$ cat src/rtl/fwd_hazard_pkg.sv
// Shared constants for the EX-stage forwarding and load-use hazard logic.
// Select codes drive the 3:1 operand muxes in front of the ALU.
package fwd_hazard_pkg;

  localparam int REG_AW = 5;

  localparam logic [1:0] FWD_REGFILE = 2'b00;
  localparam logic [1:0] FWD_MEMWB   = 2'b01;
  localparam logic [1:0] FWD_EXMEM   = 2'b10;

  function automatic logic src_hit(
    input logic       use_s,
    input logic [7:0] rs,
    input logic       v,
    input logic       rw,
    input logic [7:0] rd
  );
    return use_s && (rs != 8'd0) && v && rw && (rd == rs);
  endfunction

endpackage

$ cat src/rtl/fwd_src_resolve.sv
// Per-operand producer match against the EX and MEM tracker entries.
// The youngest producer (EX) wins over the older one (MEM).
module fwd_src_resolve
  import fwd_hazard_pkg::*;
#(
  parameter int AW = 5
) (
  input  logic          i_use,
  input  logic [AW-1:0] i_rs,
  input  logic          i_ex_v,
  input  logic          i_ex_rw,
  input  logic [AW-1:0] i_ex_rd,
  input  logic          i_mem_v,
  input  logic          i_mem_rw,
  input  logic [AW-1:0] i_mem_rd,
  output logic [1:0]    o_sel,
  output logic          o_ex_hit
);

  logic [7:0] w_rs;
  logic [7:0] w_ex_rd;
  logic [7:0] w_mem_rd;
  logic       w_ex_hit;
  logic       w_mem_hit;
  logic       w_mem_only;

  always_comb begin
    w_rs     = 8'd0;
    w_ex_rd  = 8'd0;
    w_mem_rd = 8'd0;
    w_rs[AW-1:0]     = i_rs;
    w_ex_rd[AW-1:0]  = i_ex_rd;
    w_mem_rd[AW-1:0] = i_mem_rd;
  end

  assign w_ex_hit  = src_hit(i_use, w_rs, i_ex_v, i_ex_rw, w_ex_rd);
  assign w_mem_hit = src_hit(i_use, w_rs, i_mem_v, i_mem_rw, w_mem_rd);
  assign w_mem_only = w_mem_hit && !w_ex_hit;

  always_comb begin
    o_sel = FWD_REGFILE;
    unique case (1'b1)
      w_ex_hit:   o_sel = FWD_EXMEM;
      w_mem_only: o_sel = FWD_MEMWB;
      default:    o_sel = FWD_REGFILE;
    endcase
  end

  assign o_ex_hit = w_ex_hit;

endmodule

$ cat src/rtl/fwd_hazard_ctrl.sv
// Forwarding-select and load-use stall control for the 5-stage pipeline.
// Tracks EX/MEM destinations and registers the selects for the EX cycle.
module fwd_hazard_ctrl #(
  parameter int REG_AW = 5,
  parameter int CNT_W  = 32
) (
  input  logic              clk,
  input  logic              reset,
  input  logic              id_valid,
  input  logic [REG_AW-1:0] id_rs1,
  input  logic [REG_AW-1:0] id_rs2,
  input  logic              id_use_rs1,
  input  logic              id_use_rs2,
  input  logic [REG_AW-1:0] id_rd,
  input  logic              id_reg_write,
  input  logic              id_mem_read,
  input  logic              ex_flush,
  output logic [1:0]        fwd_a,
  output logic [1:0]        fwd_b,
  output logic              pc_write,
  output logic              ifid_write,
  output logic              idex_bubble,
  output logic [CNT_W-1:0]  stall_count
);

  import fwd_hazard_pkg::*;

  localparam logic [CNT_W-1:0] CNT_ONE = {{(CNT_W-1){1'b0}}, 1'b1};

  logic              r_ex_v;
  logic              r_ex_rw;
  logic              r_ex_mr;
  logic [REG_AW-1:0] r_ex_rd;
  logic              r_mem_v;
  logic              r_mem_rw;
  logic [REG_AW-1:0] r_mem_rd;
  logic [1:0]        r_fwd_a;
  logic [1:0]        r_fwd_b;
  logic [CNT_W-1:0]  r_stall_count;

  logic [1:0] w_sel_a;
  logic [1:0] w_sel_b;
  logic       w_ex_hit_a;
  logic       w_ex_hit_b;
  logic       w_load_use;
  logic       w_advance;
  logic       w_bubble_ex;

  fwd_src_resolve #(.AW(REG_AW)) u_res_a (
    .i_use    (id_use_rs1),
    .i_rs     (id_rs1),
    .i_ex_v   (r_ex_v),
    .i_ex_rw  (r_ex_rw),
    .i_ex_rd  (r_ex_rd),
    .i_mem_v  (r_mem_v),
    .i_mem_rw (r_mem_rw),
    .i_mem_rd (r_mem_rd),
    .o_sel    (w_sel_a),
    .o_ex_hit (w_ex_hit_a)
  );

  fwd_src_resolve #(.AW(REG_AW)) u_res_b (
    .i_use    (id_use_rs2),
    .i_rs     (id_rs2),
    .i_ex_v   (r_ex_v),
    .i_ex_rw  (r_ex_rw),
    .i_ex_rd  (r_ex_rd),
    .i_mem_v  (r_mem_v),
    .i_mem_rw (r_mem_rw),
    .i_mem_rd (r_mem_rd),
    .o_sel    (w_sel_b),
    .o_ex_hit (w_ex_hit_b)
  );

  // A flush kills the consumer, so it must never also stall it.
  assign w_load_use = id_valid && !ex_flush && r_ex_v && r_ex_mr
                   && (w_ex_hit_a || w_ex_hit_b);

  assign w_advance   = id_valid && !w_load_use && !ex_flush;
  assign w_bubble_ex = !w_advance;

  assign pc_write    = !w_load_use;
  assign ifid_write  = !w_load_use;
  assign idex_bubble = w_load_use || ex_flush;

  always_ff @(posedge clk) begin
    if (reset) begin
      r_ex_v   <= 1'b0;
      r_ex_rw  <= 1'b0;
      r_ex_mr  <= 1'b0;
      r_ex_rd  <= '0;
      r_mem_v  <= 1'b0;
      r_mem_rw <= 1'b0;
      r_mem_rd <= '0;
    end else begin
      r_mem_v  <= r_ex_v;
      r_mem_rw <= r_ex_rw;
      r_mem_rd <= r_ex_rd;
      r_ex_v   <= w_advance;
      if (w_advance) begin
        r_ex_rw <= id_reg_write;
        r_ex_mr <= id_mem_read;
        r_ex_rd <= id_rd;
      end
    end
  end

  always_ff @(posedge clk) begin
    if (reset) begin
      r_fwd_a <= FWD_REGFILE;
      r_fwd_b <= FWD_REGFILE;
    end else if (w_bubble_ex) begin
      r_fwd_a <= FWD_REGFILE;
      r_fwd_b <= FWD_REGFILE;
    end else begin
      r_fwd_a <= w_sel_a;
      r_fwd_b <= w_sel_b;
    end
  end

  always_ff @(posedge clk) begin
    if (reset) begin
      r_stall_count <= '0;
    end else if (w_load_use && (r_stall_count != '1)) begin
      r_stall_count <= r_stall_count + CNT_ONE;
    end
  end

  assign fwd_a       = r_fwd_a;
  assign fwd_b       = r_fwd_b;
  assign stall_count = r_stall_count;

endmodule

$ cat config.mk
export PLATFORM = sky130hd
export DESIGN_NAME = fwd_hazard_ctrl
export DESIGN_NICKNAME = d
export VERILOG_FILES = /design/src/rtl/fwd_hazard_pkg.sv /design/src/rtl/fwd_src_resolve.sv /design/src/rtl/fwd_hazard_ctrl.sv
export SDC_FILE = /design/constraint.sdc
export NUM_CORES = 1
export LEC_CHECK = 0
export CAP_MARGIN = 10
export CORE_AREA = 5 5 79 81
export CTS_CLUSTER_SIZE = 8
export DETAILED_ROUTE_END_ITERATION = 10
export DIE_AREA = 0 0 84 86
export GPL_TIMING_DRIVEN = 0
export PLACE_DENSITY = 0.76
export SLEW_MARGIN = 10
export SYNTH_ARGS = -nofsm -noshare
export SYNTH_HDL_FRONTEND = slang
export SYNTH_HIERARCHICAL = 1
export SYNTH_SLANG_ARGS = --single-unit
$ cat constraint.sdc
create_clock -name clk -period 3.4 [get_ports clk]
set_input_delay 0.68 -clock clk [delete_from_list [all_inputs] [get_ports clk]]
set_output_delay 0.68 -clock clk [all_outputs]
set_load 0.02 [all_outputs]
==> impl_metrics.ini, run 1 <==
[status]
status = finished clean

[worst_setup_path]
critical_path_class = in2out
cp_max_fo = 6
cp_slowest_cell = or4_1
slowest_delay_ns = 0.50
reg2reg_depth = 10
regToRegSetupSlack_ns = 0.68
r2r_start = r_ex_rd[1]$_SDFFE_PP0P_
end_kind = output pin
start_kind = input pin
critPathRequiredTime_ns = 2.72
r2r-end = stall_count[29]$_SDFFE_PP0P_
arrival_ns = 2.61
crit_chain = clkdlybuf4s50_1, or4_1, o21ai_2, nor3_2, nor2_4, nor2_1, inv_2, buf_4, clkdlybuf4s15_2

[placement]
hpwl_microns = 4740
finalWeightedCongestion = 0.807
place_ws_ns = -0.708
numPortBuffers = 60

[synthesis]
syn_inst = 277
synth_edf_count = 0
synthDistinctLibCells = 47
syn_area_per_cell_sq_um = 9.17
netlist_area_sq_mm = 0.00254
netlist_top_cells_area = dfxtp_1, xnor2_1, xor2_1
synth_top_cell_by_area = dfxtp_1
yosysWarnings = 6
yosysTopAreaCellShare_pct = 40.2
synthesis.nets = 301
ys.flop_type = dfxtp_1
ys_seq_elements = 51
yosysSeqAreaShare_pct = 40.2
synthArstFlopShare_pct = 0

[finish]
n_fill_cell = 495
fin_nets = 370
syn_to_final_growth_pct = 32.6
final_cell_mix = clkdlybuf4s50_1, dfxtp_1, a21oi_1
antennaDiodeCount = 0
drive_above_1_share_pct = 13.5
regArea_sq_mm = 0.00102
multi_input_area_sq_mm = 0.00145
layout_commonest_cell = clkdlybuf4s50_1

[timing]
max_slew_margin_pct = 61.3
fmax_ghz = 0.304
worstMarginPinSlew_ns = 0.580
skew_ns = 0.0130
timing.hold.ws_ns = 0.514
min_period_over_period_pct = 96.7
final_hold_viol_count = 0
rsz0062_at_grt = false
period_minus_slack_ns = 3.29
setup_viol = 0
maxSlewViolCount = 0
finalWorstSetupSlack_ns = 0.113

[grt]
overflow = 0
antenna_found_initial = 0
grt_pass1_wl_microns = 10700
grt_pass1_vias = 2249
grt_start_max_net_pins = 19
grt_usage_pct = 18.1

[floorplanning]
die_h_microns = 86
start_util_pct = 47.0
ios = 62
die_area_sq_mm = 0.00722
fp.dieW_microns = 84
rows = 27
core_area_sq_mm = 0.00541

[route]
firstDrtPassIters = 4
via_per_inst = 5.50
drt_iter0_drc = 102
postRouteAntennaNets = 0
wl_per_cell_microns = 14.8
drc_errors = 0
routed_wl_microns = 6200
via_count = 2303

[cts]
clock_latency_ns = 0.31
cts_tree = built
cts_max_level = 2
cts_made_buffers = 5
clockRootBuffer = clkbuf_8
path_clk_slew_ns = 0.10
cts_sinks = 51
cts_hold_buffers = 0
cts_buffer_depth = 2

[power]
ir_drop_mv = 0.216
powerDensity_mw_per_mm2 = 320
p_leak_nw = 1.18

[hold_path]
worstHoldStart = stall_count[17]$_SDFFE_PP0P_
min_delay_path_depth = 2
whs_endpoint = stall_count[17]$_SDFFE_PP0P_
worstHoldPathType = reg2reg

[flow_run]
cap_violations = 0
## routing by layer
metal / global-route usage, % / part of all wire, % / up-vias
met1: 23.7 / 47 / 1083
li1: - / - / 1161
met4: 5.12 / 1.2 / 0
met5: 0 / 0 / -
met3: 3.55 / 3.9 / 8
met2: 30.3 / 48 / 51
## where the power goes
part / internal [mW] / total, mW / switching [mW]
combinational: 0.0493 / 0.0881 / 0.0389
sequential: 0.607 / 0.617 / 0.0103
clock: 0.153 / 0.374 / 0.221
total: 0.810 / 1.08 / 0.270
## what timing repair did
| item | CTS | global route |
|---|---|---|
| setup buffers | 2 | 0 |
| resized for setup | 8 | 7 |
| endpoints found under the setup margin | 13 | 10 |
| pin swaps | 2 | 2 |
## critical path: cells and delay by family
| kind | cells | cell delay (ns) |
|---|---|---|
| buf+inv | 4 | 0.92 |
| simple gates | 4 | 0.83 |
| compound gates | 1 | 0.18 |
## synth_stat cells (5+ instances only)
master and n:
nand4_1 12, nor3_2 5, nor2b_1 10, o22a_1 6
or3_2 6, or4_1 11, xnor2_1 14, nand3_1 12
a21oi_1 20, or3_1 6, xor2_1 13, nor2_1 18
o21ai_0 13, buf_4 5, dfxtp_1 51, nand2_1 13
o31ai_1 7
## layout make-up
| cell class | instances | share of cell area (%) |
|---|---|---|
| Clock inverter | 3 | 0.780 |
| Inverter | 4 | 0.445 |
| Timing Repair Buffer | 62 | 18.6 |
| Sequential cell | 51 | 30.3 |
| Clock buffer | 5 | 2.04 |
| Multi-Input combinational cell | 210 | 43.1 |
| Tap cell | 72 | 2.67 |
| Buffer | 12 | 2.12 |
## registers in the layout (all words and copies together), names as in the netlist
name	cells
stall_count	32
r_ex_rd	5
r_mem_rd	5
fwd_a	2
fwd_b	2
r_ex_mr	1
r_ex_rw	1
r_ex_v	1
r_mem_rw	1
r_mem_v	1
## metrics by stage
step	area, sq um	instances	setup TNS, ns	util [%]	total power [mW]
after floorplan	2540	277	0	-	0.674
after global placement	3230	409	-5.80	59.8	0.716
after detailed placement	3230	409	-6.73	59.8	0.719
after CTS	3350	419	0	61.9	1.09
after global routing	3370	419	0	62.4	1.13
final	3370	419	0	62.4	1.08
## how the worst max path moves through the flow
stage               startpoint                      endpoint  cells after the start
floorplan            id_rs2[3]       r_ex_rd[0]$_SDFFE_PP0P_                     10
global placement     id_rs2[3]                      pc_write                      9
CTS                  id_rs1[3]                   idex_bubble                      9
global route         id_rs2[2]  stall_count[30]$_SDFFE_PP0P_                     10
finish               id_rs1[0]                      pc_write                      9
detailed placement   id_rs2[3]                      pc_write                      9
## cell families (layout without fill, tap and decap cells)
logic type	Yosys count	in the layout	share of synthesized area, %
and+or+nand+nor	121	121	30.6
AOI/OAI and AO/OA	57	57	14.3
DFF	51	51	40.2
xor gates and xnor gates	27	27	9.31
buffers and inverters	16	86	3.40
muxes	4	4	1.72
adders and majority gates	1	1	0.492
Power figures use the tool's default switching activity.
==> run 2, diff against run 1 <==
Settings changed: CORE_AREA 5 5 79 81 to 5 5 107 109, DIE_AREA 0 0 84 86 to 0 0 112 114, PLACE_DENSITY 0.76 to 0.45.
==> run 2 against run 1 <==
Setup slack worse by 0.037 ns; critical path depth stayed put; register-to-register slack better by 0.04 ns; combinational power is 6.8% higher; maximum frequency is 1.1% lower; die area is 77% higher; global-route usage is 6.3 points lower; non-clock buffer count is 5 higher; utilization is 29 points lower; clock power is 6.1% lower; critical path type unchanged; hold slack worse by 0.011 ns; sequential share of layout area is 1.1 points lower.
==> impl_metrics.ini, run 2 (synthesis gave the netlist of run 1 again) <==
[power]
p_seq_share_pct = 58.1
internal-power_mw = 0.800
ir_drop_mv = 0.131
p_comb_share_pct = 8.9
pwr-share-clk_pct = 33.0
power.share.switching_pct = 24.6
powerDensity_mw_per_mm2 = 303
switchingPower_mw = 0.261
p_leak_nw = 1.21
finalPower_mw = 1.06

[grt]
grt.busiest_layer = met2
grt_pass1_vias = 2303
grt_usage_pct = 11.7
use_met1_pct = 15.4
grt_pass1_wl_microns = 12100
met2_usage_pct = 19.7
grt_start_max_net_pins = 16
overflow = 0
antenna_found_initial = 0
met3_usage_pct = 2.92

[floorplanning]
rows = 38
ios = 62
fp.dieW_microns = 112
core_area_sq_mm = 0.0105
start_util_pct = 24.2
die_h_microns = 114
die_area_sq_mm = 0.0128

[placement]
finalWeightedCongestion = 0.834
numPortBuffers = 60
placedInstanceArea_sq_mm = 0.00332
place_ws_ns = -0.791
dpl.cell_count = 477
hpwl_microns = 5420

[timing]
max_slew_margin_pct = 61.8
finalWorstSetupSlack_ns = 0.0760
min_period_over_period_pct = 97.8
period_minus_slack_ns = 3.32
timing.hold.ws_ns = 0.503
maxSlewViolCount = 0
setup_tns_ns = 0
fmax_ghz = 0.301
skew_ns = 0.0132
worstMarginPinSlew_ns = 0.573
final_hold_viol_count = 0
setup_viol = 0

[finish]
instances_no_fill = 492
final_util_pct = 33.3
regArea_sq_mm = 0.00102
n_fill_cell = 1090
fin_area_sq_mm = 0.00350
final_cell_mix = clkdlybuf4s50_1, dfxtp_1, a21oi_1
syn_to_final_growth_pct = 37.8
drive_above_1_share_pct = 15.3
layout_commonest_cell = clkdlybuf4s50_1
largest_reg_flops = 32
multi_input_area_sq_mm = 0.00147
fin_nets = 375
antennaDiodeCount = 0

[worst_setup_path]
critical_path_class = in2out
critPathLaunch = id_rs2[0]
slowest_delay_ns = 0.53
crit_chain = clkdlybuf4s50_1, or4_4, o21ai_4, nor3_2, nor2_4, nor2_1, inv_2, buf_4, clkdlybuf4s15_2
critPathRequiredTime_ns = 2.72
cp_max_fo = 5
cp_top_family = buffers and inverters
timing.critical_path.buf_inv = 4
end_kind = output pin
arrival_ns = 2.64
start_kind = input pin
r2r_start = r_ex_rd[0]$_SDFFE_PP0P_
cp_slowest_cell = or4_4

[cts]
clock_latency_ns = 0.31
cts_buffer_depth = 2
path_clk_slew_ns = 0.09
cts_max_level = 2
cts_sinks = 51
clockRootBuffer = clkbuf_8
cts_made_buffers = 5
cts_tree = built

[route]
firstDrtPassIters = 4
via_per_inst = 4.70
routed_wl_microns = 7340
drc_errors = 0
via_count = 2314
wl_per_cell_microns = 14.9
postRouteAntennaNets = 0
drt_iter0_drc = 100

[status]
status = finished clean

[hold_path]
worstHoldPathType = reg2reg
worstHoldStart = stall_count[21]$_SDFFE_PP0P_

[flow_run]
cap_violations = 0
[run 2: changes by cell type in the layout (fill, tap and decap cells not counted), sizes merged]
cell    delta
buf        +5
clkinv     +3
inv        -3
[run 2: power by group through the flow]
stage	Sequential (mW)	Clock (mW)	Combinational (mW)
6_report	0.617	0.351	0.0941
5_1_grt	0.619	0.400	0.103
4_1_cts	0.617	0.371	0.0918
3_5_place_dp	0.631	0	0.0891
3_3_place_gp	0.631	0	0.0887
2_1_floorplan	0.629	0	0.0454
[run 2: area by class of cell]
cell class	count	area share, %
tap	140	5.00
clock buffer	5	1.97
buffer	12	2.07
sequential	51	29.2
clock inverter	3	0.429
multi-input combinational	210	42.0
inverter	4	0.429
timing repair buffer	67	18.9
[run 2: final timing paths]
check / cells after the start / end / slack, ns
worst min-delay path: 2 / stall_count[21]$_SDFFE_PP0P_ / 0.50
worst min register to register: 2 / stall_count[21]$_SDFFE_PP0P_ / 0.50
worst max-delay path: 9 / pc_write / 0.08
worst max register to register: 10 / stall_count[29]$_SDFFE_PP0P_ / 0.72
[run 2: timing repair]
item,CTS,global route
setup endpoints to repair,13,13
resized for setup,10,10
setup buffers,4,3
hold buffers,0,0
pin swaps,3,2
[run 2: worst reg2reg max path: stages (launching register included)]
cell     delay [ns]
dfxtp_1        0.41
xnor2_1        0.14
nand4_1        0.14
nor3_2         0.35
nor2_4         0.08
buf_4          0.16
nor4_4         0.31
nand3_2        0.16
buf_2          0.22
or4_1          0.50
a21oi_1        0.14
[run 2: layer usage]
| metal | share of wire, % | wire length, microns |
|---|---|---|
| met4 | 0.93 | 68 |
| met3 | 4.2 | 308 |
| met5 | 0 | 0 |
| met1 | 48 | 3520 |
| met2 | 47 | 3440 |
